File: src/rtl/ex_hazard_ctrl_if.sv
// Hazard-control bundle between the pipeline datapath and ex_hazard_ctrl.
// Decode/execute status flows in, stall/flush/freeze controls flow out.
interface ex_hazard_ctrl_if;
    logic [2:0]  id_rs;
    logic        id_rs_valid;
    logic [2:0]  id_rt;
    logic        id_rt_valid;
    logic        ex_valid;
    logic        ex_mem_read;
    logic [2:0]  ex_rd;
    logic        branch;
    logic        ex_halt;
    logic        mem_busy;
    logic        pc_stall;
    logic        ifid_stall;
    logic        ifid_flush;
    logic        idex_bubble;
    logic        pipe_freeze;
    logic        halted;
    logic [15:0] stall_cnt;
    logic [15:0] flush_cnt;

    modport master (
        output id_rs, id_rs_valid, id_rt, id_rt_valid,
        output ex_valid, ex_mem_read, ex_rd,
        output branch, ex_halt, mem_busy,
        input  pc_stall, ifid_stall, ifid_flush,
        input  idex_bubble, pipe_freeze, halted,
        input  stall_cnt, flush_cnt
    );

    modport slave (
        input  id_rs, id_rs_valid, id_rt, id_rt_valid,
        input  ex_valid, ex_mem_read, ex_rd,
        input  branch, ex_halt, mem_busy,
        output pc_stall, ifid_stall, ifid_flush,
        output idex_bubble, pipe_freeze, halted,
        output stall_cnt, flush_cnt
    );
endinterface

File: src/rtl/ex_hazard_ctrl.sv
// Execute-stage hazard controller: load-use bubbles, branch flushes,
// memory-busy freezes and HALT, with saturating stall/flush counters.
module ex_hazard_ctrl (
    input  logic             clk,
    input  logic             rst,
    ex_hazard_ctrl_if.slave  bus
);

    typedef enum logic [1:0] {
        RUN       = 2'd0,
        LU_BUBBLE = 2'd1,
        HALTED    = 2'd2
    } state_t;

    state_t state_q;
    state_t state_d;

    logic        rs_hit;
    logic        rt_hit;
    logic        hazard;
    logic        br_taken;
    logic        halt_req;

    logic        ev_busy;
    logic        ev_branch;
    logic        ev_halt;
    logic        ev_hazard;
    logic        ev_none;

    logic        stall_inc;
    logic        flush_inc;
    logic [15:0] stall_q;
    logic [15:0] flush_q;

    // R0 is an ordinary register here: no zero-register exemption.
    assign rs_hit   = bus.id_rs_valid & (bus.id_rs == bus.ex_rd);
    assign rt_hit   = bus.id_rt_valid & (bus.id_rt == bus.ex_rd);
    assign hazard   = bus.ex_valid & bus.ex_mem_read & (rs_hit | rt_hit);
    assign br_taken = bus.ex_valid & bus.branch;
    assign halt_req = bus.ex_valid & bus.ex_halt;

    // One-hot RUN-state events, already priority-resolved.
    assign ev_busy   = bus.mem_busy;
    assign ev_branch = ~bus.mem_busy & br_taken;
    assign ev_halt   = ~bus.mem_busy & ~br_taken & halt_req;
    assign ev_hazard = ~bus.mem_busy & ~br_taken & ~halt_req & hazard;
    assign ev_none   = ~(ev_busy | ev_branch | ev_halt | ev_hazard);

    // State register.
    always_ff @(posedge clk) begin
        if (rst) begin
            state_q <= RUN;
        end else begin
            state_q <= state_d;
        end
    end

    // Next-state decode.
    always_comb begin
        state_d = state_q;
        unique case (state_q)
            RUN: begin
                unique case (1'b1)
                    ev_busy:   state_d = RUN;
                    ev_branch: state_d = RUN;
                    ev_halt:   state_d = HALTED;
                    ev_hazard: state_d = LU_BUBBLE;
                    ev_none:   state_d = RUN;
                endcase
            end
            LU_BUBBLE: begin
                state_d = bus.mem_busy ? LU_BUBBLE : RUN;
            end
            HALTED: begin
                state_d = HALTED;
            end
            default: begin
                state_d = RUN;
            end
        endcase
    end

    // Mealy control outputs; reset blanks every output immediately.
    always_comb begin
        bus.pc_stall    = 1'b0;
        bus.ifid_stall  = 1'b0;
        bus.ifid_flush  = 1'b0;
        bus.idex_bubble = 1'b0;
        bus.pipe_freeze = 1'b0;
        bus.halted      = 1'b0;
        stall_inc       = 1'b0;
        flush_inc       = 1'b0;
        if (!rst) begin
            unique case (state_q)
                RUN: begin
                    unique case (1'b1)
                        ev_busy: begin
                            bus.pc_stall    = 1'b1;
                            bus.ifid_stall  = 1'b1;
                            bus.pipe_freeze = 1'b1;
                            stall_inc       = 1'b1;
                        end
                        ev_branch: begin
                            bus.ifid_flush  = 1'b1;
                            bus.idex_bubble = 1'b1;
                            flush_inc       = 1'b1;
                        end
                        ev_halt: begin
                            bus.pc_stall    = 1'b1;
                            bus.ifid_stall  = 1'b1;
                            bus.idex_bubble = 1'b1;
                        end
                        ev_hazard: begin
                            bus.pc_stall    = 1'b1;
                            bus.ifid_stall  = 1'b1;
                            bus.idex_bubble = 1'b1;
                            stall_inc       = 1'b1;
                        end
                        ev_none: begin
                            bus.pc_stall    = 1'b0;
                        end
                    endcase
                end
                LU_BUBBLE: begin
                    if (bus.mem_busy) begin
                        bus.pc_stall    = 1'b1;
                        bus.ifid_stall  = 1'b1;
                        bus.pipe_freeze = 1'b1;
                        stall_inc       = 1'b1;
                    end
                end
                HALTED: begin
                    bus.pc_stall    = 1'b1;
                    bus.ifid_stall  = 1'b1;
                    bus.pipe_freeze = 1'b1;
                    bus.halted      = 1'b1;
                end
                default: begin
                    bus.pc_stall    = 1'b0;
                end
            endcase
        end
    end

    // Counter outputs are forced to zero while reset is held.
    always_comb begin
        bus.stall_cnt = rst ? 16'h0000 : stall_q;
        bus.flush_cnt = rst ? 16'h0000 : flush_q;
    end

    // Saturating stall-cycle counter.
    always_ff @(posedge clk) begin
        if (rst) begin
            stall_q <= 16'h0000;
        end else if (stall_inc && (stall_q != 16'hFFFF)) begin
            stall_q <= stall_q + 16'h0001;
        end
    end

    // Saturating branch-flush counter.
    always_ff @(posedge clk) begin
        if (rst) begin
            flush_q <= 16'h0000;
        end else if (flush_inc && (flush_q != 16'hFFFF)) begin
            flush_q <= flush_q + 16'h0001;
        end
    end

endmodule

File: src/flat_wrapper.sv
// flat-port wrapper written by rule: the top's interface ports become plain ports
module ex_hazard_ctrl_flat 
  (clk, rst, bus_id_rs, bus_id_rs_valid, bus_id_rt, bus_id_rt_valid, bus_ex_valid, bus_ex_mem_read, bus_ex_rd, bus_branch, bus_ex_halt, bus_mem_busy, bus_pc_stall, bus_ifid_stall, bus_ifid_flush, bus_idex_bubble, bus_pipe_freeze, bus_halted, bus_stall_cnt, bus_flush_cnt);
  ex_hazard_ctrl_if bus_i ();
  input  logic clk;
  input  logic rst;
  input wire logic [$bits(bus_i.id_rs)-1:0] bus_id_rs;
  input wire logic [$bits(bus_i.id_rs_valid)-1:0] bus_id_rs_valid;
  input wire logic [$bits(bus_i.id_rt)-1:0] bus_id_rt;
  input wire logic [$bits(bus_i.id_rt_valid)-1:0] bus_id_rt_valid;
  input wire logic [$bits(bus_i.ex_valid)-1:0] bus_ex_valid;
  input wire logic [$bits(bus_i.ex_mem_read)-1:0] bus_ex_mem_read;
  input wire logic [$bits(bus_i.ex_rd)-1:0] bus_ex_rd;
  input wire logic [$bits(bus_i.branch)-1:0] bus_branch;
  input wire logic [$bits(bus_i.ex_halt)-1:0] bus_ex_halt;
  input wire logic [$bits(bus_i.mem_busy)-1:0] bus_mem_busy;
  output wire logic [$bits(bus_i.pc_stall)-1:0] bus_pc_stall;
  output wire logic [$bits(bus_i.ifid_stall)-1:0] bus_ifid_stall;
  output wire logic [$bits(bus_i.ifid_flush)-1:0] bus_ifid_flush;
  output wire logic [$bits(bus_i.idex_bubble)-1:0] bus_idex_bubble;
  output wire logic [$bits(bus_i.pipe_freeze)-1:0] bus_pipe_freeze;
  output wire logic [$bits(bus_i.halted)-1:0] bus_halted;
  output wire logic [$bits(bus_i.stall_cnt)-1:0] bus_stall_cnt;
  output wire logic [$bits(bus_i.flush_cnt)-1:0] bus_flush_cnt;
  assign bus_i.id_rs = bus_id_rs;
  assign bus_i.id_rs_valid = bus_id_rs_valid;
  assign bus_i.id_rt = bus_id_rt;
  assign bus_i.id_rt_valid = bus_id_rt_valid;
  assign bus_i.ex_valid = bus_ex_valid;
  assign bus_i.ex_mem_read = bus_ex_mem_read;
  assign bus_i.ex_rd = bus_ex_rd;
  assign bus_i.branch = bus_branch;
  assign bus_i.ex_halt = bus_ex_halt;
  assign bus_i.mem_busy = bus_mem_busy;
  assign bus_pc_stall = bus_i.pc_stall;
  assign bus_ifid_stall = bus_i.ifid_stall;
  assign bus_ifid_flush = bus_i.ifid_flush;
  assign bus_idex_bubble = bus_i.idex_bubble;
  assign bus_pipe_freeze = bus_i.pipe_freeze;
  assign bus_halted = bus_i.halted;
  assign bus_stall_cnt = bus_i.stall_cnt;
  assign bus_flush_cnt = bus_i.flush_cnt;
  ex_hazard_ctrl u_core (.clk(clk), .rst(rst), .bus(bus_i));
endmodule
File: config.mk
export PLATFORM = sky130hd
export DESIGN_NAME = ex_hazard_ctrl_flat
export DESIGN_NICKNAME = d
export VERILOG_FILES = /design/src/rtl/ex_hazard_ctrl_if.sv /design/src/rtl/ex_hazard_ctrl.sv /design/src/flat_wrapper.sv
export SDC_FILE = /design/constraint.sdc
export NUM_CORES = 1
export LEC_CHECK = 0
export ABC_AREA = 1
export CORE_MARGIN = 8
export CORE_UTILIZATION = 40
export CTS_CLUSTER_DIAMETER = 80
export DETAILED_ROUTE_END_ITERATION = 10
export PLACE_DENSITY = 0.69
export SLEW_MARGIN = 15
export SYNTH_ARGS = -nofsm -noshare
export SYNTH_HDL_FRONTEND = slang
export SYNTH_SLANG_ARGS = --single-unit
File: constraint.sdc
create_clock -name clk -period 1.6 [get_ports clk]
set_input_delay 0.32 -clock clk [delete_from_list [all_inputs] [get_ports clk]]
set_output_delay 0.32 -clock clk [all_outputs]
set_load 0.01 [all_outputs]
==> impl_metrics.env <==
export IMPL_status="completed"
export IMPL_grt_pass1_wl_mm=11.9
export IMPL_place_gp_congestion=0.878
export IMPL_synth_cells=383
export IMPL_rsz0062_at_grt="true"
export IMPL_cts_tree="done"
export IMPL_hold_violations=0
export IMPL_syn_nets=403
export IMPL_cap_viol_max_count=0
export IMPL_antenna_found_initial=0
export IMPL_power_frac_comb=0.131
export IMPL_ant_nets=0
export IMPL_cts_sinks=34
export IMPL_insertion_delay_ps=290
export IMPL_numCtsBuffers=5
export IMPL_design_area_sq_um=3600
export IMPL_drive_gt1_frac=0.320
export IMPL_synth_area_per_cell_sq_um=6.10
export IMPL_grt_overflow_total=0
export IMPL_slew_violations=0
export IMPL_grt_pass1_vias=2670
export IMPL_met1_usage=0.189
export IMPL_muxShareOfSynthArea=0
export IMPL_grtUsageMet2=0.301
export IMPL_core_area_sq_um=5780
export IMPL_synth_xor_area_frac=0.0487
export IMPL_drc=0
export IMPL_setup_tns_ps=0
export IMPL_routed_via_density=4.84
export IMPL_clockBufferDepth=2
export IMPL_cellLeakagePower_nw=1.67
export IMPL_fin_util=0.622
export IMPL_grt_use_total=0.166
export IMPL_r2r_slack_ps=40
export IMPL_synth_compound_area_frac=0.113
export IMPL_setup_viol=0
export IMPL_tightest_slew_ps=422
export IMPL_busiest_layer="met2"
export IMPL_hold_path_class="register to register"
export IMPL_ys_ff_latch=34
export IMPL_crit_path_max_fanout=5
export IMPL_intPower_mw=1.47
export IMPL_hpwl_mm=5.35
export IMPL_crit_type="register to register"
export IMPL_fin_crit_sh=0.973
export IMPL_clk_transition_reported_paths_ps=70
export IMPL_power_density_nw_per_um2=541
export IMPL_placed_area_sq_um=3330
export IMPL_die_h_um=92.4
export IMPL_drt_iter0_drc=88
export IMPL_die_x_um=92.4
export IMPL_drtPass1Iterations=4
export IMPL_dr_total_vias=2740
export IMPL_critPathLaunchType="register"
export IMPL_wl_per_cell_um=12.7
export IMPL_ys_warn_count=0
export IMPL_max_slew_margin_rel=0.717
export IMPL_skew_ps=1.86
export IMPL_rows=28
export IMPL_grt_max_degree=19
export IMPL_htreeDepth=2
export IMPL_start_util=0.404
export IMPL_final_nets=511
export IMPL_antenna_cells=0
export IMPL_port_buffer_count=55
export IMPL_wl_mm=7.20
export IMPL_root_buffer="clkbuf_8"
export IMPL_switching_share=0.243
export IMPL_grt_use_met3=0.0372
export IMPL_crit_required_ps=1770
export IMPL_pwr_share_seq=0.443
export IMPL_synth_simple_area_share=0.410
export IMPL_area_growth_pct=54.0
export IMPL_ir_drop_mv=0.348
export IMPL_final_common_cell="nand2_1"
export IMPL_worstSetupEndpointType="register"
export IMPL_pin_count=56
export IMPL_switchingPower_mw=0.473
export IMPL_critPathArrivalTime_ps=1730
export IMPL_synth_fa_ha_area_frac=0.0107
export IMPL_clock_power_share=0.426
export IMPL_post_route_min_period_ps=1560
export IMPL_syn_cell_area_sq_um=2340
export IMPL_yosysSeqAreaShare=0.291
export IMPL_fmax_mhz=642
export IMPL_die_area_sq_um=8540
export IMPL_final_cell_mix="nand2_1 (82), nor2_1 (58), buf_4 (55)"
export IMPL_synth_top_family_by_area="simple AND/OR/NAND/NOR gates"
export IMPL_synth_cell_types=31
## what timing repair did
| action | in CTS | in global routing |
|---|---|---|
| setup buffers | 2 | 3 |
| hold buffers | 0 | 0 |
| endpoints found under the setup margin | 55 | 35 |
| cloned | 0 | 0 |
| gates resized for setup | 114 | 57 |
| pin swaps | 18 | 17 |
## final cells by class
class / instances / area (sq um)
Clock inverter: 1 / 30.0
Timing Repair Buffer: 115 / 933
Multi-Input combinational cell: 275 / 1530
Inverter: 60 / 225
Clock buffer: 6 / 82.6
Sequential cell: 34 / 698
Tap cell: 75 / 93.8
Fill cell: 547 / 2180
## metrics by stage
| stage | setup slack (ps) | power (mW) | cells | hold slack (ps) |
|---|---|---|---|---|
| global route | -25.4 | 2.02 | 566 | 496 |
| floorplan | 9.84 | 0.982 | 383 | 424 |
| detailed placement | -795 | 1.11 | 554 | 457 |
| finish | 43.0 | 1.95 | 566 | 467 |
| CTS | 1.34 | 1.93 | 563 | 469 |
| global placement | -725 | 1.11 | 554 | 454 |
## registers in the layout, summed over array words and instances, names as in the netlist
signal          flops
u_core.stall_q     16
u_core.state_q      2
u_core.flush_q     16
## routing by layer
| metal | vias to the layer above | part of all wire |
|---|---|---|
| met3 | 12 | 0.048 |
| met1 | 1246 | 0.43 |
| met4 | 0 | 0.015 |
| li1 | 1420 | - |
| met2 | 62 | 0.51 |
| met5 | - | 0 |
## cells by family (layout without fill, tap and decap cells)
logic type                 Yosys count  after routing
AOI/OAI and AO/OA                   43             43
xor gates and xnor gates            13             13
adders and majority gates            2              2
buffers and inverters               74            182
DFF                                 34             34
and+or+nand+nor                    217            217
## critical path: stages, from the launching register on
cell      delay, ps
dfxtp_2         350
ha_4            150
nand2_4          50
nor2_4          110
inv_2            60
nor3_4          200
nand3b_4        170
buf_4           190
nand3_1          80
a21oi_1          60
## path summary, 6_finish.rpt
| kind | startpoint | to | cells past startpoint |
|---|---|---|---|
| worst max-delay path | u_core.stall_q[0]$_SDFFE_PP0P_ | u_core.stall_q[2]$_SDFFE_PP0P_ | 9 |
| worst max register to register | u_core.stall_q[0]$_SDFFE_PP0P_ | u_core.stall_q[2]$_SDFFE_PP0P_ | 9 |
| worst min-delay path | u_core.stall_q[13]$_SDFFE_PP0P_ | u_core.stall_q[13]$_SDFFE_PP0P_ | 2 |
| worst min register to register | u_core.stall_q[13]$_SDFFE_PP0P_ | u_core.stall_q[13]$_SDFFE_PP0P_ | 2 |
## power groups by stage
stage | clock, mW | sequential (mW) | combinational, mW
2_1_floorplan | 0 | 0.877 | 0.105
3_3_place_gp | 0 | 0.877 | 0.231
3_5_place_dp | 0 | 0.877 | 0.234
4_1_cts | 0.841 | 0.857 | 0.227
5_1_grt | 0.883 | 0.862 | 0.277
6_report | 0.829 | 0.862 | 0.255
## cell usage after synthesis
cell	number	area, sq um
nand2_1	91	342
nor2_1	64	240
inv_1	54	203
dfxtp_1	34	681
nand3_1	34	170
a21oi_1	17	85.1
xor2_1	13	114
o21ai_0	10	50.1
a21oi_2	9	78.8
nand4_1	9	56.3
nor3_1	8	40.0
inv_2	6	22.5
clkbuf_1	5	18.8
buf_2	4	20.0
a31oi_1	3	18.8
buf_1	3	11.3
a211oi_1	2	15.0
ha_1	2	25.0
nand2_2	2	12.5
nor2_2	2	12.5
a31o_2	1	8.76
buf_4	1	7.51
buf_6	1	11.3
nand2_4	1	11.3
nand3_2	1	10.0
nand3b_4	1	20.0
nor2_4	1	11.3
nor3_2	1	10.0
nor3_4	1	16.3
nor4_1	1	6.26
o21a_1	1	7.51
Note: power is estimated with default switching activity, not from simulation.
